<file path="config.mk">
export PLATFORM = sky130hd
export DESIGN_NAME = fir_accumulator
export DESIGN_NICKNAME = d
export VERILOG_FILES = /design/src/rtl/fir_accumulator.sv
export SDC_FILE = /design/constraint.sdc
export NUM_CORES = 1
export LEC_CHECK = 0
export BUFFER_PORTS_ARGS = -buffer_cell sky130_fd_sc_hd__buf_4
export CELL_PAD_IN_SITES_DETAIL_PLACEMENT = 1
export CELL_PAD_IN_SITES_GLOBAL_PLACEMENT = 1
export CORE_UTILIZATION = 40
export CTS_CLUSTER_DIAMETER = 120
export DETAILED_ROUTE_END_ITERATION = 16
export GPL_ROUTABILITY_DRIVEN = 0
export GPL_TIMING_DRIVEN = 0
export PLACE_DENSITY_LB_ADDON = 0.12
export SETUP_SLACK_MARGIN = 0.4
export SLEW_MARGIN = 15
export SYNTH_ARGS = -nofsm -noshare
export SYNTH_HDL_FRONTEND = slang
export SYNTH_SLANG_ARGS = --single-unit
</file>
<file path="constraint.sdc">
create_clock -name clk -period 4.8 [get_ports clk]
set_clock_uncertainty 0.15 [all_clocks]
set_input_delay 0.96 -clock clk [delete_from_list [all_inputs] [get_ports clk]]
set_output_delay 0.96 -clock clk [all_outputs]
set_load 0.01 [all_outputs]
</file>
<file path="src/rtl/fir_accumulator.sv">
// fir_accumulator: sums NUM_TAPS signed products per frame, scales and saturates to 18 bits, 2-entry output FIFO.
// Define FIR_ACC_ROUND_EN to round half up before the scale shift (default build truncates).
module fir_accumulator #(
    parameter int unsigned NUM_TAPS = 16,
    parameter int unsigned SHIFT    = 24
) (
    input  logic        clk,
    input  logic        reset,
    input  logic        valid_in,
    input  logic [47:0] product_in,
    input  logic        flush,
    output logic [17:0] sample_out,
    output logic        sample_valid,
    input  logic        sample_ready,
    output logic        overflow,
    output logic        saturated
);
    localparam int unsigned PW = 48;
    localparam int unsigned OW = 18;
    localparam int unsigned CW = $clog2(NUM_TAPS);
    localparam int unsigned AW = PW + CW;
    localparam int unsigned EW = AW + 1;
    localparam logic [CW-1:0]        LAST_TAP = CW'(NUM_TAPS - 1);
    localparam logic signed [EW-1:0] SAT_MAX  = EW'(131071);
    localparam logic signed [EW-1:0] SAT_MIN  = EW'(-131072);
    localparam logic [OW-1:0]        OUT_MAX  = 18'h1FFFF;
    localparam logic [OW-1:0]        OUT_MIN  = 18'h20000;
`ifdef FIR_ACC_ROUND_EN
    localparam int unsigned          RSH      = (SHIFT > 0) ? SHIFT - 1 : 0;
    localparam logic signed [EW-1:0] RND      = (SHIFT > 0) ? (EW'(1) << RSH) : '0;
`endif

    logic [CW-1:0]        tap_q, tap_d;
    logic signed [AW-1:0] acc_q, acc_d;
    logic                 cmp_q, cmp_d;
    logic [OW-1:0]        scl_q, scl_d;
    logic                 scl_vld_q, scl_vld_d;
    logic                 scl_clip_q, scl_clip_d;
    logic [OW-1:0]        head_q, head_d, tail_q, tail_d;
    logic                 head_vld_q, head_vld_d, tail_vld_q, tail_vld_d;
    logic                 ovf_q, ovf_d, sat_q, sat_d;
    logic signed [EW-1:0] acc_ext, shifted;
    logic                 push, pop;

    // Tap counting and accumulation; flush with valid_in starts a new frame at tap 0.
    always_comb begin
        tap_d = tap_q;
        acc_d = acc_q;
        cmp_d = 1'b0;
        if (valid_in) begin
            if (flush || (tap_q == '0)) begin
                acc_d = AW'($signed(product_in));
            end else begin
                acc_d = acc_q + AW'($signed(product_in));
            end
            if (flush) begin
                tap_d = CW'(1);
            end else if (tap_q == LAST_TAP) begin
                tap_d = '0;
                cmp_d = 1'b1;
            end else begin
                tap_d = tap_q + CW'(1);
            end
        end else if (flush) begin
            tap_d = '0;
        end
    end

    // Scale stage: shift the completed sum, then clip to the 18-bit output range.
    always_comb begin
`ifdef FIR_ACC_ROUND_EN
        acc_ext = EW'(acc_q) + RND;
`else
        acc_ext = EW'(acc_q);
`endif
        shifted    = acc_ext >>> SHIFT;
        scl_vld_d  = cmp_q;
        scl_clip_d = 1'b1;
        if (shifted > SAT_MAX) begin
            scl_d = OUT_MAX;
        end else if (shifted < SAT_MIN) begin
            scl_d = OUT_MIN;
        end else begin
            scl_d      = shifted[OW-1:0];
            scl_clip_d = 1'b0;
        end
    end

    // Two-entry FIFO: head drives the outputs directly, tail holds the second sample.
    always_comb begin
        push       = scl_vld_q;
        pop        = head_vld_q & sample_ready;
        head_d     = head_q;
        head_vld_d = head_vld_q;
        tail_d     = tail_q;
        tail_vld_d = tail_vld_q;
        ovf_d      = ovf_q;
        sat_d      = sat_q | (push & scl_clip_q);
        if (pop) begin
            head_d     = tail_q;
            head_vld_d = tail_vld_q;
            tail_vld_d = 1'b0;
            if (push) begin
                if (tail_vld_q) begin
                    tail_d     = scl_q;
                    tail_vld_d = 1'b1;
                end else begin
                    head_d     = scl_q;
                    head_vld_d = 1'b1;
                end
            end
        end else if (push) begin
            if (!head_vld_q) begin
                head_d     = scl_q;
                head_vld_d = 1'b1;
            end else if (!tail_vld_q) begin
                tail_d     = scl_q;
                tail_vld_d = 1'b1;
            end else begin
                ovf_d = 1'b1;
            end
        end
    end

    always_ff @(posedge clk) begin
        if (reset) begin
            tap_q      <= '0;
            acc_q      <= '0;
            cmp_q      <= 1'b0;
            scl_q      <= '0;
            scl_vld_q  <= 1'b0;
            scl_clip_q <= 1'b0;
            head_q     <= '0;
            head_vld_q <= 1'b0;
            tail_q     <= '0;
            tail_vld_q <= 1'b0;
            ovf_q      <= 1'b0;
            sat_q      <= 1'b0;
        end else begin
            tap_q      <= tap_d;
            acc_q      <= acc_d;
            cmp_q      <= cmp_d;
            scl_q      <= scl_d;
            scl_vld_q  <= scl_vld_d;
            scl_clip_q <= scl_clip_d;
            head_q     <= head_d;
            head_vld_q <= head_vld_d;
            tail_q     <= tail_d;
            tail_vld_q <= tail_vld_d;
            ovf_q      <= ovf_d;
            sat_q      <= sat_d;
        end
    end

    assign sample_out   = head_q;
    assign sample_valid = head_vld_q;
    assign overflow     = ovf_q;
    assign saturated    = sat_q;

endmodule

</file>
-- Word-level counts from Yosys, hierarchy flattened
Index checks and enable logic that the tools add are counted.
- $add $sub $neg: 2
- multiply operators: 0
- divide/modulo/power cells: 0
- order comparisons: 2
- equal/unequal tests: 3
- shift operators: 0
- mux-type cells: 28
- bitwise logic cells: 5
- reductions and logical operators: 11
- operator list (kind ; count):
    $mux W18 ; 11
    $add A52 B48 Y52 ; 1
    $mux W52 ; 1
    $gt A28 B18 Y1 const B ; 1
    $lt A28 B18 Y1 const B ; 1
    $mux W17 ; 1
    $mux W4 ; 4
    $mux W1 ; 11
    $reduce_bool A2 Y1 ; 3
    $add A4 B1 Y4 const B ; 1
    $eq A4 B4 Y1 const B ; 1
    $logic_not A4 Y1 ; 1
    $reduce_and A2 Y1 ; 2
    $reduce_and A4 Y1 ; 1
    $reduce_and A3 Y1 ; 1
    $reduce_or A3 Y1 ; 1
    $and A1 B1 Y1 ; 2
    $ne A2 B1 Y1 const B ; 1
    $ne A2 B2 Y1 const B ; 1
    $not A1 Y1 ; 2
    $reduce_or A2 Y1 ; 1
    $logic_or A1 B1 Y1 ; 1
    $or A1 B1 Y1 ; 1
- bits in registers: 117
- bits in latches: 0
- memory bits (writable): 0
- ROM bits: 0
- input port bits: 53
- output and inout port bits: 21
- word-level logic and storage cells: 64
- memories kept: 0

-- Logic depth before layout (Yosys ltp)
- word-level depth: 4
- gate-level depth with buffers: 13

-- Worst setup path before layout
OpenSTA, ideal clock, no wires.
- path type: input -> register
- from: input product_in[0]
- to: register acc_q[50]
- arrival: 3603 ps
- data required time: 4592 ps
- slack: 989 ps
- cell stages on the path: 13
- buffers on the path: 0
- cell sequence: ha_1 -> inv_1 -> fa_1 -> nand2b_1 -> a21o_1 -> a2111oi_2 -> o311ai_1 -> o31ai_4 -> a41oi_1 -> o21ai_1 -> o221ai_1 -> nor4_1 -> a211o_1
- word-level cells in the longest chain between the ends: 2
- RTL lines (what ; line ; source):
    start, declared ; 10 ; input logic [47:0] product_in,
    $add A52 B48 Y52 ; 54 ; acc_d = acc_q + AW'($signed(product_in));
    $mux W52 ; 51 ; if (flush || (tap_q == '0)) begin
    end signal, assigned ; 128 ; acc_q <= '0;
    end signal, assigned ; 141 ; acc_q <= acc_d;
    end, declared ; 34 ; logic signed [AW-1:0] acc_q, acc_d;
Every way passes these cells.
A chain may end at the register's enable or synchronous reset.

-- Worst setup path after layout
Same ends and word-level chain as after synthesis.

==> results.txt <==
----------------------------------------------------
[Floorplanning]
  Number of rows created at floorplan ... 50
  IO Count ... between 70 and 80
  Overall die height ... about 140 um
  Area of the die ... 19600 um^2
  Horizontal die dimension ... 140 um
  Starting Density ... 40.8%
  Area of the core ... 18700 um^2

[Layout]
  Layout Utilization ... 48.4%
  Final net count ... 1180
  Cell area after layout ... between 9000 and 10000 um^2
  Fraction of layout cells with a size suffix above 1 ... 11.0%
  Count of inserted antenna diode cells ... 0
  Signed area change from the synthesized netlist to the final layout ... 18.6%
  Most frequent cells in the layout ... 161 x sky130_fd_sc_hd__nor2_1, 124 x sky130_fd_sc_hd__nand2_1, 117 x sky130_fd_sc_hd__dfxtp_1
  Leading cell type in the layout, fill and taps excluded ... sky130_fd_sc_hd__nor2_1

[Global routing]
  Initial antenna violation count ... 0
  Via count of the first global-routing pass ... 7715
  First-pass GRT wire length ... 41.0 mm
  Gr ovfl total ... 0
  Largest net degree at the start of global routing ... 17
  Global routing usage summed across all routing layers ... 26.7%

[Worst setup path]
  Worst reg2reg setup slack ... around 0.9 ns
  Critical Setup Path Class ... in -> reg
  Worst Path Arrival ... 4.40 ns
  Kind of end point of the critical path ... register
  Type of element launching the critical path ... input port
  Required time of the critical path ... 5.02 ns
  Crit path max fanout ... 4

[STA]
  Slew margin rel. ... 39.8%
  Measured slew at the worst slew-check pin ... 0.899 ns
  Final worst-path cycle share ... 87.0%
  Max-slew violation total from the final report ... 0
  RSZ-0062 raised after global routing ... false
  Fin. Hold Viols ... 0
  Final setup violation count ... 0
  Tmin final ... about 4.2 ns
  Maximum frequency from static timing analysis ... 0.239 GHz
  Setup TNS ... 0 ns

[Clocking]
  CTS H-Tree Depth ... 4
  TritonCTS clock tree ... built
  Clock input transition at the sequential cells of the worst setup and hold paths ... ~0.07 ns
  Post-CTS repair timing setup buffer count ... 0
  Largest buffer count on any clock path ... 2
  Later-pin clock latency in the skew report ... roughly 0.43 ns
  Number of sinks on the clock net ... 117
  Clock buffers created by TritonCTS ... 17
  Root Buffer Master ... sky130_fd_sc_hd__clkbuf_16

[Detailed routing]
  Final Routed Wirelength ... 25.0 mm
  Via-per-instance ratio ... 5.70
  Initial detailed-routing violation count ... 283
  Vias after detailed routing ... about 7500
  Detailed-router iteration count before antenna repair ... 4
  DRT antenna net count ... 0
  Routed length per instance ... 18.9 um
  DRC violations left ... 0

[Synth]
  Top cells by area in the synthesized netlist ... sky130_fd_sc_hd__dfxtp_1 31%, sky130_fd_sc_hd__ha_1 8.7%, sky130_fd_sc_hd__nor2_1 7.9%
  Cell taking the most area after synthesis ... sky130_fd_sc_hd__dfxtp_1
  EDFF count, synth ... 0
  Number of nets produced by synthesis ... 1089
  Average size of a mapped cell ... 7.77 um^2
  Proportion of netlist area held by the largest area contributor ... 30.7%
  Flip-flop and latch count after synthesis ... 117
  FFs w/ async S/R, synth ... 0%
  Post-synthesis cell type count ... 67
  Mapped Cells ... 982
  Cell area after technology mapping ... between 7000 and 8000 um^2
  Portion of the post-synthesis area used by sequential elements ... 30.7%
  Dominant register cell in the synthesized netlist ... sky130_fd_sc_hd__dfxtp_1
  Number of warning messages in the yosys log ... 0

[Placed design]
  IO buf count ... 72
  Post-DP HPWL ... 18.9 mm
  Area of placed instances ... 8470 um^2

[Min path]
  Class of the most critical hold timing path ... reg -> reg

[Pwr]
  Post-route total power ... between 3000 and 4000 uW
  Ratio of total power to cell area ... 336 nW/um^2
  Leakage component of the power ... 0.00375 uW
  Max VDD drop ... 259 uV

[Status]
  Result of the run ... finished, final reports clean

[Job]
  Number of maximum-capacitance violations ... 0

----------------------------------------------------
## cell usage after synthesis, types with 4 or more instances
master                      instances
sky130_fd_sc_hd__mux2i_1           38
sky130_fd_sc_hd__o31ai_1            4
sky130_fd_sc_hd__a21oi_1           69
sky130_fd_sc_hd__xnor2_1           28
sky130_fd_sc_hd__or3_1              4
sky130_fd_sc_hd__nor4_1             4
sky130_fd_sc_hd__buf_1              7
sky130_fd_sc_hd__nor3_1            19
sky130_fd_sc_hd__and3_1            10
sky130_fd_sc_hd__nor2_1           161
sky130_fd_sc_hd__xor2_1            14
sky130_fd_sc_hd__nand4_1            8
sky130_fd_sc_hd__inv_1             25
sky130_fd_sc_hd__nand3_1           15
sky130_fd_sc_hd__a2111oi_0         13
sky130_fd_sc_hd__a31oi_1           11
sky130_fd_sc_hd__a41oi_1            5
sky130_fd_sc_hd__a311oi_1          36
sky130_fd_sc_hd__clkbuf_1          47
sky130_fd_sc_hd__and2_1             5
sky130_fd_sc_hd__ha_1              53
sky130_fd_sc_hd__nor2b_1            7
sky130_fd_sc_hd__nand2_1          124
sky130_fd_sc_hd__o211ai_1          10
sky130_fd_sc_hd__o21bai_1          10
sky130_fd_sc_hd__dfxtp_1          117
sky130_fd_sc_hd__a211oi_1           8
sky130_fd_sc_hd__o21ai_0           33
sky130_fd_sc_hd__a211o_1            4
sky130_fd_sc_hd__a21boi_0           7
sky130_fd_sc_hd__a21o_1            26
sky130_fd_sc_hd__nand2b_1          11
sky130_fd_sc_hd__o21ai_1            4
## kinds of logic (layout without fill, tap and decap cells)
family / count (synthesis) / in the layout / synth area share (%)
simple gates: 381 / 381 / 21.8
compound gates: 269 / 269 / 24.7
flops: 117 / 117 / 30.7
buf+inv: 80 / 184 / 3.95
fa+ha+maj: 54 / 54 / 8.95
xor+xnor: 42 / 42 / 4.82
mux: 39 / 39 / 5.13
## where the power goes
group	switching [uW]	internal (uW)
clock	586	694
combinational	416	268
sequential	48.0	1030
total	1050	1990
## cell type report
type | instances | area (um^2)
Fill cell | 2364 | 9650
Multi-Input combinational cell | 785 | 4990
Sequential cell | 117 | 2340
Timing Repair Buffer | 72 | 541
Clock buffer | 17 | 425
Tap cell | 234 | 293
Buffer | 55 | 208
Clock inverter | 15 | 156
Inverter | 25 | 93.8
## metal layers
layer / global-route usage, % / wire [um] / vias up
met3: 4.38 / 757 / 34
met5: 0 / 0 / -
met1: 32.6 / 11400 / 3645
met4: 7.40 / 447 / 0
met2: 48.0 / 12400 / 119
li1: - / - / 3726
## timing repair
action / 4_1_cts / 5_1_grt
gates resized for setup: 0 / 1
endpoints found under the setup margin: 0 / 1
hold buffers: 0 / 0
## flip-flops by register name, summed over array words and instances (netlist names)
name / count
acc_q: 52
sample_out: 18
scl_q: 18
tail_q: 18
tap_q: 4
cmp_q: 1
overflow: 1
push: 1
sample_valid: 1
saturated: 1
scl_clip_q: 1
tail_vld_q: 1
## final timing paths
check | from | endpoint | cells past startpoint
worst max-delay path | product_in[0] | acc_q[50]$_SDFFE_PP0P_ | 14
worst min-delay path | cmp_q$_SDFF_PP0_ | push$_SDFF_PP0_ | 1
worst max register to register | acc_q[0]$_SDFFE_PP0P_ | acc_q[50]$_SDFFE_PP0P_ | 13
worst min register to register | cmp_q$_SDFF_PP0_ | push$_SDFF_PP0_ | 1
## metrics by stage
step | setup slack, ns | instances | hold WS, ns
4_1_cts | 0.577 | 1320 | 0.295
2_1_floorplan | 0.989 | 982 | 0.264
6_report | 0.623 | 1320 | 0.293
5_1_grt | 0.412 | 1320 | 0.312
3_3_place_gp | 0.144 | 1288 | 0.272
3_5_place_dp | 0.152 | 1288 | 0.286
## critical path, stage by stage
cell and delay, ns:
sky130_fd_sc_hd__buf_4 0.09, sky130_fd_sc_hd__ha_1 0.16, sky130_fd_sc_hd__inv_1 0.06, sky130_fd_sc_hd__fa_1 0.38, sky130_fd_sc_hd__nand2b_1 0.20, sky130_fd_sc_hd__a21o_1 0.22, sky130_fd_sc_hd__a2111oi_2 0.41, sky130_fd_sc_hd__o311ai_1 0.24
sky130_fd_sc_hd__o31ai_4 0.34, sky130_fd_sc_hd__a41oi_1 0.40, sky130_fd_sc_hd__o21ai_2 0.34, sky130_fd_sc_hd__o221ai_1 0.17, sky130_fd_sc_hd__nor4_1 0.30, sky130_fd_sc_hd__a211o_1 0.13
(Power assumes the default switching activity.)
